===== config.mk =====
export PLATFORM = sky130hd
export DESIGN_NAME = pool_engine
export DESIGN_NICKNAME = d
export VERILOG_FILES = /design/src/rtl/pool_engine.sv
export SDC_FILE = /design/constraint.sdc
export NUM_CORES = 1
export LEC_CHECK = 0
export BUFFER_PORTS_ARGS = -buffer_cell sky130_fd_sc_hd__clkbuf_2
export CAP_MARGIN = 10
export CORE_MARGIN = 3
export CORE_UTILIZATION = 50
export CTS_CLUSTER_DIAMETER = 120
export DETAILED_ROUTE_END_ITERATION = 8
export PLACE_DENSITY = 0.74
export SKIP_CTS_REPAIR_TIMING = 1
export SYNTH_ARGS = -nofsm -noshare
export SYNTH_HDL_FRONTEND = slang
export SYNTH_SLANG_ARGS = --single-unit

===== constraint.sdc =====
create_clock -name clk -period 2.7 [get_ports clk]
set_clock_uncertainty 0.05 [all_clocks]
set_input_delay 0.27 -clock clk [delete_from_list [all_inputs] [get_ports clk]]
set_output_delay 0.27 -clock clk [all_outputs]
set_load 0.01 [all_outputs]

===== src/rtl/pool_engine.sv =====
// pool_engine: 2x2 stride-2 signed max pooling over CH independent feature maps.
// Reads each window from the conv-output RAM in four cycles and writes the pooled
// pixel to the pool-output RAM on the fifth cycle. One pixel is processed at a time.
module pool_engine #(
   parameter  int DW  = 16,
   parameter  int W   = 24,
   parameter  int H   = 24,
   parameter  int CH  = 4,
   localparam int AW  = (CH * H * W > 1) ? $clog2(CH * H * W) : 1,
   localparam int OAW = (CH * H * W / 4 > 1) ? $clog2(CH * H * W / 4) : 1
) (
   input  logic                 clk,
   input  logic                 reset,
   input  logic                 start,
   input  logic                 relu_en,
   output logic                 rd_en,
   output logic [AW-1:0]        rd_addr,
   input  logic signed [DW-1:0] rd_data,
   output logic                 wr_en,
   output logic [OAW-1:0]       wr_addr,
   output logic signed [DW-1:0] wr_data,
   output logic                 busy,
   output logic                 done
);

   // Counter widths, kept at least one bit wide for degenerate sizes.
   localparam int CHW = (CH > 1) ? $clog2(CH) : 1;
   localparam int RW  = (H / 2 > 1) ? $clog2(H / 2) : 1;
   localparam int CW  = (W / 2 > 1) ? $clog2(W / 2) : 1;

   localparam logic [CHW-1:0] CH_LAST  = CHW'(CH - 1);
   localparam logic [RW-1:0]  ROW_LAST = RW'(H / 2 - 1);
   localparam logic [CW-1:0]  COL_LAST = CW'(W / 2 - 1);

   // Offsets from a window's top-left source address to its other three taps.
   localparam logic [AW-1:0] OFS_TR = AW'(1);
   localparam logic [AW-1:0] OFS_BL = AW'(W);
   localparam logic [AW-1:0] OFS_BR = AW'(W + 1);

   // Advancing the window: +2 along a row; +W+2 when the column wraps. Because the
   // maps are stored back to back, crossing into the next map is also +W+2.
   localparam logic [AW-1:0] STEP_COL = AW'(2);
   localparam logic [AW-1:0] STEP_ROW = AW'(W + 2);

   typedef enum logic [2:0] {
      IDLE,
      RD0,
      RD1,
      RD2,
      RD3,
      WR,
      DONE
   } state_t;

   state_t                 state_q;
   logic                   relu_q;
   logic [CHW-1:0]         ch_q;
   logic [RW-1:0]          orow_q;
   logic [CW-1:0]          ocol_q;
   logic [AW-1:0]          base_q;     // top-left source address of current window
   logic [OAW-1:0]         dst_q;      // destination index of current pixel
   logic signed [DW-1:0]   run_q;      // running window maximum
   logic                   rd_en_q;
   logic [AW-1:0]          rd_addr_q;
   logic                   wr_en_q;
   logic [OAW-1:0]         wr_addr_q;
   logic                   busy_q;
   logic                   done_q;

   logic                   col_wrap_d;
   logic                   row_wrap_d;
   logic                   last_pix_d;
   logic [AW-1:0]          base_d;
   logic signed [DW-1:0]   win_max_d;
   logic signed [DW-1:0]   wr_data_d;

   // Signed maximum by comparison only, so the most-negative value cannot overflow.
   // Ties return either operand, which are identical.
   function automatic logic signed [DW-1:0] smax(input logic signed [DW-1:0] a,
                                                 input logic signed [DW-1:0] b);
      return (a > b) ? a : b;
   endfunction

   // Window bookkeeping and the write value, derived from current state.
   always_comb begin
      // NOTE: every signal driven here gets a value on every path, so no latch is inferred.
      col_wrap_d = (ocol_q == COL_LAST);
      row_wrap_d = (orow_q == ROW_LAST);
      last_pix_d = col_wrap_d && row_wrap_d && (ch_q == CH_LAST);
      base_d     = base_q + (col_wrap_d ? STEP_ROW : STEP_COL);
      win_max_d  = smax(run_q, rd_data);
      wr_data_d  = '0;
      if (wr_en_q) begin
         wr_data_d = (relu_q && win_max_d[DW-1]) ? '0 : win_max_d;
      end
   end

   // Sequencer: walks the four taps of each window, writes the result, advances.
   // NOTE: sequential state uses non-blocking assignments so every register sees
   // the pre-edge values of the others, independent of statement order.
   always_ff @(posedge clk or negedge reset) begin
      if (!reset) begin
         state_q   <= IDLE;
         relu_q    <= 1'b0;
         ch_q      <= '0;
         orow_q    <= '0;
         ocol_q    <= '0;
         base_q    <= '0;
         dst_q     <= '0;
         run_q     <= '0;
         rd_en_q   <= 1'b0;
         rd_addr_q <= '0;
         wr_en_q   <= 1'b0;
         wr_addr_q <= '0;
         busy_q    <= 1'b0;
         done_q    <= 1'b0;
      end else begin
         rd_en_q <= 1'b0;
         wr_en_q <= 1'b0;
         done_q  <= 1'b0;
         case (state_q)
            IDLE: begin
               if (start) begin
                  relu_q    <= relu_en;
                  ch_q      <= '0;
                  orow_q    <= '0;
                  ocol_q    <= '0;
                  base_q    <= '0;
                  dst_q     <= '0;
                  rd_en_q   <= 1'b1;
                  rd_addr_q <= '0;
                  busy_q    <= 1'b1;
                  state_q   <= RD0;
               end
            end
            RD0: begin
               rd_en_q   <= 1'b1;
               rd_addr_q <= base_q + OFS_TR;
               state_q   <= RD1;
            end
            RD1: begin
               run_q     <= rd_data;
               rd_en_q   <= 1'b1;
               rd_addr_q <= base_q + OFS_BL;
               state_q   <= RD2;
            end
            RD2: begin
               run_q     <= smax(run_q, rd_data);
               rd_en_q   <= 1'b1;
               rd_addr_q <= base_q + OFS_BR;
               state_q   <= RD3;
            end
            RD3: begin
               run_q     <= smax(run_q, rd_data);
               wr_en_q   <= 1'b1;
               wr_addr_q <= dst_q;
               state_q   <= WR;
            end
            WR: begin
               dst_q  <= dst_q + 1'b1;
               base_q <= base_d;
               if (col_wrap_d) begin
                  ocol_q <= '0;
                  if (row_wrap_d) begin
                     orow_q <= '0;
                     ch_q   <= ch_q + 1'b1;
                  end else begin
                     orow_q <= orow_q + 1'b1;
                  end
               end else begin
                  ocol_q <= ocol_q + 1'b1;
               end
               if (last_pix_d) begin
                  busy_q  <= 1'b0;
                  done_q  <= 1'b1;
                  state_q <= DONE;
               end else begin
                  rd_en_q   <= 1'b1;
                  rd_addr_q <= base_d;
                  state_q   <= RD0;
               end
            end
            DONE: begin
               state_q <= IDLE;
            end
            default: begin
               busy_q  <= 1'b0;
               state_q <= IDLE;
            end
         endcase
      end
   end

   assign rd_en   = rd_en_q;
   assign rd_addr = rd_addr_q;
   assign wr_en   = wr_en_q;
   assign wr_addr = wr_addr_q;
   assign wr_data = wr_data_d;
   assign busy    = busy_q;
   assign done    = done_q;

endmodule


==> run_results.csv <==
group,metric,value,unit
cells_and_area,fillCellCount,718,
global_routing,use_met1,29.9,%
die,fp-row-count,34,
setup_path,crit_type,"register to primary output",
pwr,p_per_area,1030,nW/um^2
setup_path,crit_chain,"ha_4 -> nand4_4 -> or4_4 -> a21o_4 -> a31oi_4 -> buf_12 -> o211ai_1 -> a21boi_2 -> buf_2",
global_routing,grtUsageMet2,39.0,%
setup_path,cp.required,2.38,ns
setup_path,cp_max_fo,12,
pwr,peakVddDrop,0.000396,V
yosys,yosysSeqAreaShare,41.9,%
global_routing,overflow,0,
cts,clock_sinks,77,
cells_and_area,finalInstanceArea,5700,sq um
timing,worstMarginPinSlew,0.817,ns
die,core_area,8810,sq um
pwr,total_power,5.87,mW
timing,final-max-slew-violation-count,0,
yosys,synth-edff-count,0,
timing,post-route-period-util,115,%
cells_and_area,drive_gt1_share,30.1,%
global_routing,grt_antenna_before_repair,0,
timing,fin_ws,-0.403,ns
global_routing,busiest_layer,"met2",
cells_and_area,insertedDiodeCount,0,
timing,tns,-7.85,ns
global_routing,grt_start_max_net_pins,53,
routing,ant_nets,0,
timing,slew_headroom,45.5,%
cts,root_buffer,"clkbuf_8",
yosys,netlist_area,4600,sq um
cts,cts.clk_slew.worst_paths,0.09,ns
cells_and_area,seq_area,1930,sq um
placed_design,hpwl,8270,microns
die,die_area,10400,sq um
die,ios,62,
routing,wl,11900,microns
global_routing,met3_usage,3.55,%
worst_hold_path,hold_path.class,"input port to register",
setup_path,endpoint_kind,"primary output",
run_status,status,"complete, but fails checks",
yosys,async_flop_share,100,%
yosys,ys_top_cells_by_area,"dfrtp_1, ha_1, o21ai_0",
timing,timing.hold.ws,0.0667,ns
routing,drc,0,
yosys,synth-seq-cells,77,
cells_and_area,multiInputGateArea,2650,sq um
global_routing,grt_use_total,22.6,%
die,start_util,52.2,%
yosys,synth_fp_nets,536,
placed_design,placed_cell_area,5320,sq um
yosys,yosysWarnings,0,
setup_path,crit_slowest_cell,"or4_4",
yosys,yosysMostFrequentCell,"dfrtp_1",
setup_path,max_stage_delay,0.56,ns
setup_path,path_buf_inv,2,
cts,clk_latency,0.35,ns
pwr,power.leakage,2.69,nW
routing,vias_per_cell,5.95,
timing,setup_violations,32,
timing,fmax,322,MHz
timing,grt_setup_unrepaired,"true",
cts,cts_buffer_depth,2,
cts,cts_tree,"done",
yosys,ys_types,51,
job,drv_cap,0,
global_routing,first_global_vias,3976,
yosys,netlist.area_leader.share,41.9,%
routing,drtIter0Drc,243,
setup_path,path_delay_family,"compound AO/OA/AOI/OAI gates",
cts,cts_buffers,9,
timing,fin_crit,3.10,ns
die,die_h,102,microns
yosys,postSynthAreaPerCell,9.38,sq um
die,die_w,102,microns
yosys,yosys.area.top_type,"dfrtp_1",
cts,htreeDepth,3,
placed_design,place_congestion,0.857,
cells_and_area,area_growth,24.0,%
routing,drtPass1Iterations,5,
run_status,violations,"setup timing",
cells_and_area,fin_nets,633,
setup_path,start_kind,"register",
global_routing,grt_pass1_wl,18900,microns
yosys,yosys-top-cells-count,"dfrtp_1, o21ai_0, nand2_1, a21oi_1, nor2_1",
timing,finalHoldViolations,0,
yosys,ys.flop_type,"dfrtp_1",
routing,vias,4167,
placed_design,io_buffers,61,
setup_path,crit_arrival,2.78,ns
yosys,syn_inst,490,
routing,wl_per_cell,17.0,microns
-- kinds of logic (layout without fill, tap and decap cells) --
kind of cell    count (synthesis)  count (layout)  share of synthesized area (%)
compound gates                161             161                           22.0
xor+xnor                        6               6                           1.14
fa+ha+maj                      26              26                           7.08
buf+inv                        45             147                           3.86
flops                          77              77                           41.9
mux                            31              31                           8.30
simple gates                  144             144                           15.7
-- per-stage QoR --
step / worst slack, ns / std cells / util, %
after floorplan: 0.00620 / 490 / -
after global placement: -0.0186 / 677 / 60.5
after detailed placement: -0.0924 / 677 / 60.5
after CTS: -0.454 / 693 / 62.6
after global routing: -0.490 / 700 / 64.7
final: -0.403 / 700 / 64.7
-- tightest hold or removal path: stages --
cell and delay, ns:
clkbuf_2 0.09, nand2_1 0.04, nand2_1 0.04
-- sequential cells by signal, indices dropped and copies added (netlist names) --
signal,cells
done,1
state_q,3
base_q,11
run_q,16
wr_en,1
busy,1
rd_addr,12
ch_q,2
relu_q,1
ocol_q,4
orow_q,4
wr_addr,10
rd_en,1
dst_q,10
-- where the power goes --
part,switching (mW),internal [mW]
Clock,0.497,0.357
Sequential,0.334,1.52
Combinational,1.64,1.52
-- placed cells by master, fill, tap and decap left out, types with 6 or more instances in the layout --
cell type	instances
a21boi_1	6
a21boi_2	9
a21oi_1	40
a31oi_1	10
buf_2	15
buf_4	41
clkbuf_2	45
clkbuf_8	9
dfrtp_1	77
ha_1	21
inv_1	22
mux2_2	12
mux2_4	15
nand2_1	43
nand3_1	13
nand4_1	20
nor2_1	31
o211ai_1	16
o21ai_0	49
or3_1	6
-- cell type report --
class / instances / share of cell area (%)
clock buffers: 9 / 2.17
clock inverters: 7 / 1.12
inverters: 22 / 1.45
multi-input cells: 368 / 46.4
flip-flops and latches: 77 / 33.8
well taps: 108 / 2.37
repair buffers: 109 / 12.7
-- worst paths after layout --
check | startpoint | endpoint | slack (ns) | cells past startpoint
min | relu_en | relu_q | 0.07 | 3
min reg2reg | dst_q[9] | dst_q[9] | 0.42 | 1
max in group asynchronous | reset | rd_addr[7] | 1.58 | 3
max | run_q[12] | wr_data[14] | -0.40 | 9
max reg2reg | run_q[12] | run_q[12] | -0.18 | 11
min in group asynchronous | reset | rd_addr[3] | 0.44 | 2
-- routing by layer --
| metal | vias to the layer above | share of wire (%) | wire length (microns) |
|---|---|---|---|
| met3 | 16 | 3.8 | 452 |
| met1 | 2032 | 46 | 5450 |
| met2 | 120 | 49 | 5850 |
| li1 | 1999 | - | - |
| met4 | 0 | 1.4 | 162 |
| met5 | - | 0 | 0 |
Power figures use the tool's default switching activity.
